===== src/rtl/cpu_defs.sv =====
// ---------------------------------------------------------------------------
// cpu_defs
//   Definitions shared by the instruction-fetch stage and its sub-modules.
//
//   RESET_PC    : architectural PC value after reset.
//   NOP_INSTR   : value held in the instruction register when no fetched word
//                 is present (after reset, and on an alignment exception).
//   ifu_state_t : fetch sequencer states.
//                   IDLE - one cycle after reset release, nothing issued.
//                   REQ  - request offered to instruction memory.
//                   WAIT - request granted, response outstanding.
//                   HOLD - fetched word presented to decode.
// ---------------------------------------------------------------------------
package cpu_defs;

    localparam logic [31:0] RESET_PC  = 32'h0000_3000;
    localparam logic [31:0] NOP_INSTR = 32'h0000_0000;

    typedef enum logic [1:0] {
        IDLE = 2'd0,
        REQ  = 2'd1,
        WAIT = 2'd2,
        HOLD = 2'd3
    } ifu_state_t;

endpackage : cpu_defs


===== src/rtl/ifu_out_reg.sv =====
// ---------------------------------------------------------------------------
// ifu_out_reg
//   Holding register for the word presented to decode. A load captures a new
//   PC/instruction pair and raises valid; a clear drops valid only, the data
//   fields keep their last value (they are only meaningful while valid=1).
//   Load wins over clear.
//
//   Ports:
//     clk, rst_n       clock, asynchronous active-low reset
//     load             capture ld_pc/ld_instr, set valid
//     clear            drop valid
//     ld_pc, ld_instr  data to capture
//     valid            word available to decode
//     pc               PC of the held word
//     instr            held instruction word
// ---------------------------------------------------------------------------
module ifu_out_reg
    import cpu_defs::*;
#(
    parameter int ADDR_W = 32
) (
    input  logic              clk,
    input  logic              rst_n,
    input  logic              load,
    input  logic              clear,
    input  logic [ADDR_W-1:0] ld_pc,
    input  logic [31:0]       ld_instr,
    output logic              valid,
    output logic [ADDR_W-1:0] pc,
    output logic [31:0]       instr
);

    // NOTE: sequential state is written with non-blocking assignments only, so
    // every flop samples the values from before the clock edge.
    always_ff @(posedge clk or negedge rst_n) begin
        if (!rst_n) begin
            valid <= 1'b0;
            pc    <= '0;
            instr <= NOP_INSTR;
        end else if (load) begin
            valid <= 1'b1;
            pc    <= ld_pc;
            instr <= ld_instr;
        end else if (clear) begin
            valid <= 1'b0;
        end
    end

endmodule : ifu_out_reg


===== src/rtl/ifu_fetch.sv =====
// ---------------------------------------------------------------------------
// ifu_fetch
//   Instruction-fetch stage. Owns the architectural PC, issues one word fetch
//   at a time over a req/gnt/rvalid handshake and presents the fetched word to
//   decode over valid/ready. A redirect loads the PC from npc_in in any state
//   and discards whatever fetch is in flight or being held.
//
//   Sequence: IDLE -> REQ -> WAIT -> HOLD -> REQ ...
//     The request address is latched when REQ is entered, so req/addr stay
//     stable until gnt even if a redirect arrives meanwhile; the granted
//     response is then dropped via the kill flag.
//
//   Build option:
//     IFU_ALIGN_CHK_EN  defined   : a misaligned PC issues no request; the
//                                   stage presents an exception word instead
//                                   (if_exc=1, if_instr=NOP, if_pc=pc) and
//                                   stays there until redirected.
//                       undefined : if_exc tied 0, fetch address word-aligned.
//
//   Ports:
//     clk, rst_n                  clock, asynchronous active-low reset
//     npc_in                      next PC (pc+4, or target when redirecting)
//     redirect_valid              npc_in is a non-sequential target
//     pc                          current PC, to the next-PC unit
//     imem_req/addr/gnt           fetch request handshake
//     imem_rvalid/rdata           fetch response
//     if_valid/if_ready           handshake to decode
//     if_pc, if_pc4, if_instr     presented word, its PC and PC+4
//     if_exc                      fetch address exception
// ---------------------------------------------------------------------------
module ifu_fetch
    import cpu_defs::*;
#(
    parameter int                ADDR_W   = 32,
    parameter logic [ADDR_W-1:0] RESET_PC = ADDR_W'(cpu_defs::RESET_PC)
) (
    input  logic              clk,
    input  logic              rst_n,
    input  logic [ADDR_W-1:0] npc_in,
    input  logic              redirect_valid,
    output logic [ADDR_W-1:0] pc,
    output logic              imem_req,
    output logic [ADDR_W-1:0] imem_addr,
    input  logic              imem_gnt,
    input  logic              imem_rvalid,
    input  logic [31:0]       imem_rdata,
    output logic              if_valid,
    input  logic              if_ready,
    output logic [ADDR_W-1:0] if_pc,
    output logic [ADDR_W-1:0] if_pc4,
    output logic [31:0]       if_instr,
    output logic              if_exc
);

    ifu_state_t        state;
    logic              kill;      // granted response must be discarded
    logic [ADDR_W-1:0] req_addr;  // address latched on entry to REQ

    // PC the next request will use: a redirect overrides the current PC.
    logic [ADDR_W-1:0] next_fetch_pc;
    assign next_fetch_pc = redirect_valid ? npc_in : pc;

    // Address actually placed on the bus for a given PC.
    function automatic logic [ADDR_W-1:0] fetch_addr(input logic [ADDR_W-1:0] a);
`ifdef IFU_ALIGN_CHK_EN
        return a;
`else
        return {a[ADDR_W-1:2], 2'b00};
`endif
    endfunction

`ifdef IFU_ALIGN_CHK_EN
    logic exc_q;
    logic misaligned;
    assign misaligned = (req_addr[1:0] != 2'b00);
    assign imem_req   = (state == REQ) && !misaligned;
    assign if_exc     = exc_q;
`else
    assign imem_req   = (state == REQ);
    assign if_exc     = 1'b0;
`endif

    assign imem_addr = req_addr;
    assign if_pc4    = if_pc + ADDR_W'(4);

    // -----------------------------------------------------------------------
    // Output-register control
    // -----------------------------------------------------------------------
    logic              out_load;
    logic              out_clear;
    logic [ADDR_W-1:0] out_ld_pc;
    logic [31:0]       out_ld_instr;

    // NOTE: every signal gets a default before the case so no path leaves it
    // unassigned, which would otherwise infer a latch.
    always_comb begin
        out_load     = 1'b0;
        out_clear    = 1'b0;
        out_ld_pc    = pc;
        out_ld_instr = imem_rdata;
        case (state)
`ifdef IFU_ALIGN_CHK_EN
            REQ: begin
                if (misaligned && !redirect_valid) begin
                    out_load     = 1'b1;
                    out_ld_instr = NOP_INSTR;
                end
            end
`endif
            WAIT: begin
                // Redirect has priority over capture.
                if (imem_rvalid && !kill && !redirect_valid)
                    out_load = 1'b1;
            end
            HOLD: begin
                if (redirect_valid || if_ready)
                    out_clear = 1'b1;
            end
            default: ;
        endcase
    end

    ifu_out_reg #(
        .ADDR_W (ADDR_W)
    ) u_out_reg (
        .clk      (clk),
        .rst_n    (rst_n),
        .load     (out_load),
        .clear    (out_clear),
        .ld_pc    (out_ld_pc),
        .ld_instr (out_ld_instr),
        .valid    (if_valid),
        .pc       (if_pc),
        .instr    (if_instr)
    );

    // -----------------------------------------------------------------------
    // Fetch sequencer, PC and kill flag
    // -----------------------------------------------------------------------
    always_ff @(posedge clk or negedge rst_n) begin
        if (!rst_n) begin
            state    <= IDLE;
            pc       <= RESET_PC;
            kill     <= 1'b0;
            req_addr <= fetch_addr(RESET_PC);
`ifdef IFU_ALIGN_CHK_EN
            exc_q    <= 1'b0;
`endif
        end else begin
            // A redirect loads the PC in every state; the sequential advance
            // below only happens on a capture, which excludes redirect.
            if (redirect_valid)
                pc <= npc_in;

            case (state)
                IDLE: begin
                    state    <= REQ;
                    req_addr <= fetch_addr(next_fetch_pc);
                end

                REQ: begin
`ifdef IFU_ALIGN_CHK_EN
                    if (misaligned) begin
                        // Nothing was issued, so a redirect simply retargets.
                        if (redirect_valid)
                            req_addr <= fetch_addr(npc_in);
                        else begin
                            state <= HOLD;
                            exc_q <= 1'b1;
                        end
                    end else
`endif
                    begin
                        // The offered request must still complete; mark its
                        // response for discard.
                        if (redirect_valid)
                            kill <= 1'b1;
                        if (imem_gnt)
                            state <= WAIT;
                    end
                end

                WAIT: begin
                    if (imem_rvalid) begin
                        if (kill || redirect_valid) begin
                            kill     <= 1'b0;
                            state    <= REQ;
                            req_addr <= fetch_addr(next_fetch_pc);
                        end else begin
                            pc    <= npc_in;
                            state <= HOLD;
                        end
                    end else if (redirect_valid) begin
                        kill <= 1'b1;
                    end
                end

                HOLD: begin
                    if (redirect_valid || if_ready) begin
                        state    <= REQ;
                        req_addr <= fetch_addr(next_fetch_pc);
`ifdef IFU_ALIGN_CHK_EN
                        exc_q    <= 1'b0;
`endif
                    end
                end

                default: state <= IDLE;
            endcase
        end
    end

endmodule : ifu_fetch

===== config.mk =====
export PLATFORM = sky130hd
export DESIGN_NAME = ifu_fetch
export DESIGN_NICKNAME = d
export VERILOG_FILES = /design/src/rtl/cpu_defs.sv /design/src/rtl/ifu_out_reg.sv /design/src/rtl/ifu_fetch.sv
export SDC_FILE = /design/constraint.sdc
export NUM_CORES = 1
export LEC_CHECK = 0
export CORE_ASPECT_RATIO = 1.1
export CORE_UTILIZATION = 44
export CTS_CLUSTER_DIAMETER = 30
export CTS_CLUSTER_SIZE = 16
export DETAILED_ROUTE_END_ITERATION = 16
export PLACE_DENSITY_LB_ADDON = 0.15
export SLEW_MARGIN = 20
export SYNTH_ARGS = -nofsm -noshare
export SYNTH_HDL_FRONTEND = slang
export SYNTH_HIERARCHICAL = 1
export SYNTH_SLANG_ARGS = --single-unit
export TNS_END_PERCENT = 10

===== constraint.sdc =====
create_clock -name clk -period 2.43 [get_ports clk]
set_clock_uncertainty 0.1 [all_clocks]
set_input_delay 0.486 -clock clk [delete_from_list [all_inputs] [get_ports clk]]
set_output_delay 0.486 -clock clk [all_outputs]
set_load 0.03 [all_outputs]

* After elaboration in Yosys (flattened, before gate mapping)
Cells that the tools add are included.
Storage, ports and cells: register bits after elaboration 132, input bits 70, output and inout port bits 163, logic and storage cells 52
Operators by class: add/sub/neg operators 1, eq/ne operators 8, muxes and demuxes 23, reduce and logical (&&, ||, !) cells 13
Operators with widths (number):
- two-way mux 32 bit | 7
- case mux 32 bit (3 select lines) | 1
- adder 32 x 3 -> 32 bit, second input constant | 1
- two-way mux 1 bit | 9
- two-way mux 2 bit | 4
- case mux 2 bit (4 select lines) | 1
- != test 2 bit, second input constant | 3
- == test 2 bit, second input constant | 2
- AND reduction 4 bit | 1
- nonzero test 2 bit | 2
- != test 3 bit, second input constant | 1
- AND reduction 3 bit | 1
- nonzero test 3 bit | 1
- == test 2 x 1 -> 1 bit, second input constant | 1
- logical AND 1 bit | 2
- logical NOT 1 bit | 2
- logical NOT 2 bit | 1
- logical OR 1 bit | 2
- != test 2 x 1 -> 1 bit, second input constant | 1
- case mux 1 bit (2 select lines) | 1
- AND reduction 2 bit | 1

* Depth between registers and ports, before layout
depth after elaboration 6, mapped depth 7, gate-level depth less buffers 6

* Cells and area by module
The synthesis kept the hierarchy.
Modules (own cells, without submodules):
- ifu_fetch | times used 1, cells an instance 308, area an instance 3442.1 um^2, sequential area each 1631.6 um^2
- ifu_out_reg | times used 1, cells an instance 138, area an instance 2615.0 um^2, sequential area each 1626.6 um^2

* Least setup slack after synthesis
OpenSTA, ideal clock, no wires.
kind register -> output, start point reg u_out_reg.pc[2], end point out if_pc4[16], arrival 2.201 ns, required time 1.844 ns, slack -0.357 ns, stages on the path, launching flop included 6, buffers on the path 0, path through dfrtp_1 ha_1 and4_2 nor3b_1 nand4_1 xnor2_1
Between the ends: word-level cells in the longest chain between the ends 1
RTL lines:
- start, declared | RTL line ifu_out_reg.sv:29 | output logic [ADDR_W-1:0] pc,
- start signal, assigned | RTL line ifu_out_reg.sv:42 | pc <= ld_pc;
- adder 32 x 3 -> 32 bit | RTL line ifu_fetch.sv:84 | assign if_pc4 = if_pc + ADDR_W'(4);
- end, declared | RTL line ifu_fetch.sv:50 | output logic [ADDR_W-1:0] if_pc4,
No other way between the ends.

* Final worst setup path
start point reg u_out_reg.pc[3], end point out if_pc4[16]
The elaborated chain is that of the path after synthesis.

==> impl_metrics.tcl <==
set metrics [dict create \
    status "complete, but fails checks" \
    violations "setup timing" \
    firstDrtPassIters 6 \
    finalCritPeriodShare_pct 106 \
    hold_viol 0 \
    clock_sinks 130 \
    p_leak_nw 4.27 \
    fill_cells 995 \
    clockRootBuffer "clkbuf_16" \
    power_density_mw_per_mm2 1200 \
    initial_core_util_pct 45.5 \
    layout_setup_ws_ps -142 \
    hpwlAfterDp_um 11300 \
    coreArea_mm2 0.0133 \
    cp_max_fo 5 \
    report.final.slew_viol_count 0 \
    nets 788 \
    worst_pin_slew_ps 581 \
    syn2layout_area_growth_pct 55.3 \
    wl_um 15700 \
    rows 44 \
    htree_levels 4 \
    die_w_um 114 \
    crit_path_end_kind "output port" \
    maxCapViolations 0 \
    cts_buffers 17 \
    seq_area_frac_synth_pct 53.8 \
    worstPathRequired_ps 1840 \
    p_comb_share_pct 47.6 \
    synth.most_common_cell "dfrtp_1" \
    grt_pass1_vias 4723 \
    drt_iter0_markers 157 \
    grt_pass1_wl_um 25200 \
    gp_congestion 0.833 \
    syn_area_per_cell_um2 13.6 \
    grt_antenna_before_repair 0 \
    switching_share_pct 38.8 \
    p_clk_share_pct 22.4 \
    ioPinCount 233 \
    ir_worst_vdd_mv 0.709 \
    synth_area_leader_cell "dfrtp_1" \
    synth_common_cells "dfrtp_1 (126), mux2_4 (49), mux2_2 (46)" \
    grt_usage_pct 23.1 \
    switchingPower_mw 4.40 \
    clock.fmax_ghz 0.389 \
    p_int_mw 6.93 \
    clk_path_buf_depth 2 \
    ys.flop_type "dfrtp_1" \
    cp.arrival_ps 1990 \
    synth_edf_count 0 \
    numPortBuffers 229 \
    grt_setup_unrepaired "yes" \
    finalSetupViolations 21 \
    ys_types 38 \
    crit_path_start_kind "flop" \
    path_clk_slew_ps 50 \
    drc 0 \
    synth-async-reset-ratio_pct 100 \
    hold_class "reg -> reg" \
    dr_total_vias 4464 \
    wl_per_cell_um 17.3 \
    synth-seq-cells 130 \
    overflow 0 \
    netlist_instances 446 \
    synthTopCellsByArea "dfrtp_1 (52%), mux2_4 (12%), mux2_2 (8.6%)" \
    register_area_mm2 0.00326 \
    yosysWarningCount 6 \
    p_total_mw 11.3 \
    drive_above_1_share_pct 31.3 \
    diodes 0 \
    layout_min_cycle_time_ps 2570 \
    mappedNetlistArea_mm2 0.00606 \
    synth_top_area_share_pct 52.1 \
    cts_tree "built" \
    final_cells 910 \
    p_seq_share_pct 30.0 \
    final_antenna_net_count 0 \
    crit_type "reg -> out" \
    die_h_um 125 \
    die_area_mm2 0.0142 \
    grt_max_degree 59 \
    place_inst 866 \
    multi_input_area_mm2 0.00269 \
    viasPerCell 4.91 \
    slew_headroom_pct 61.3 \
    clock_latency_ps 410 \
]
==> final timing paths <==
kind,start,endpoint,slack (ps),cells after the start
max in group asynchronous,rst_n,pc[13],1020,3
worst min-delay path,u_out_reg/valid,u_out_reg/valid,400,1
worst min register to register,u_out_reg/valid,u_out_reg/valid,400,1
worst max register to register,state[0],u_out_reg/pc[19],210,6
worst max-delay path,u_out_reg/pc[3],if_pc4[16],-140,7
min in group asynchronous,rst_n,imem_addr[14],530,2
==> cells by family (layout without fill, tap and decap cells) <==
logic type | count (synthesis) | count (layout) | share of synthesized area, %
flip-flops | 130 | 130 | 53.8
multiplexers | 128 | 128 | 26.2
AND/OR/NAND/NOR | 84 | 84 | 7.58
AO/OA/AOI/OAI | 37 | 37 | 3.61
buffers and inverters | 33 | 311 | 3.70
XOR/XNOR | 28 | 28 | 4.05
adder cells (fa/ha/maj) | 5 | 5 | 1.03
other | 1 | 3 | 0.0619
==> cells in the final DEF (no fill, tap or decap), types with 4 or more instances in the layout <==
cell type        synthesis  final
buf_4                    6     58
xnor2_1                 21     15
inv_1                    7      7
mux2_2                  46     46
nand3_1                 11     10
nand2_1                  7      6
buf_6                    9      7
clkinvlp_4               0      4
nand4_1                 10     10
xor2_1                   7      7
ha_1                     5      4
mux2_4                  49     49
clkbuf_8                 0      5
nor2_1                  36     33
a21oi_1                 31     31
clkbuf_16                0     17
dfstp_2                  4      4
xnor2_2                  0      6
clkdlybuf4s50_1          0    198
mux2i_1                 32     32
dfrtp_1                126    123
==> power by group through the flow <==
stage                     combinational (mW)  sequential (mW)  clock (mW)
after floorplan                         1.73             4.73           0
after global placement                  5.31             3.39           0
after detailed placement                5.39             3.43           0
after CTS                               5.42             3.41        2.60
after global routing                    5.67             3.49        2.70
final                                   5.40             3.40        2.54
==> sequential cells by signal, summed over array words and instances, names as in the netlist <==
name,flops
u_out_reg/valid,1
u_out_reg/instr,32
pc,32
u_out_reg/pc,32
state,2
kill,1
imem_addr,30
==> timing repair <==
| item | 4_1_cts | 5_1_grt |
|---|---|---|
| setup buffers | 6 | 5 |
| gates resized for setup | 19 | 11 |
| pin swaps | 8 | 5 |
| hold buffers | 1 | 0 |
| endpoints found under the setup margin | 26 | 22 |
| endpoints found under the hold margin | 54 | 0 |
==> through the flow <==
step | utilization (%) | hold slack [ps] | setup slack, ps | TNS, ps | area [um2]
after floorplan | - | 90.4 | -128 | -1290 | 6110
after global placement | 64.9 | 363 | 184 | 0 | 8640
after detailed placement | 64.9 | 373 | 125 | 0 | 8640
after CTS | 70.2 | 402 | -220 | -2850 | 9350
after global routing | 70.6 | 418 | -251 | -4350 | 9410
final | 70.6 | 399 | -142 | -1820 | 9410
==> layer usage <==
layer  share of wire, %  track usage (%)  vias up
li1                   -                -     2106
met1                 39             27.5     2199
met2                 53             39.8      141
met3                6.0             6.40       18
met4                1.7             8.56        0
met5                  0                0        -
==> critical path: stages, from the launching register on <==
cell	delay, ps
dfrtp_1	360
ha_2	180
and4_4	220
nor3b_2	160
buf_4	170
nand4_1	130
xnor2_2	190
buf_6	160
==> area by class of cell <==
class	count	share of cell area [%]
clock buffers	24	5.33
clock inverters	8	1.06
inverters	7	0.279
multi-input cells	285	28.6
flip-flops and latches	130	34.7
well taps	184	2.45
repair buffers	272	27.6
Power figures use the tool's default switching activity.
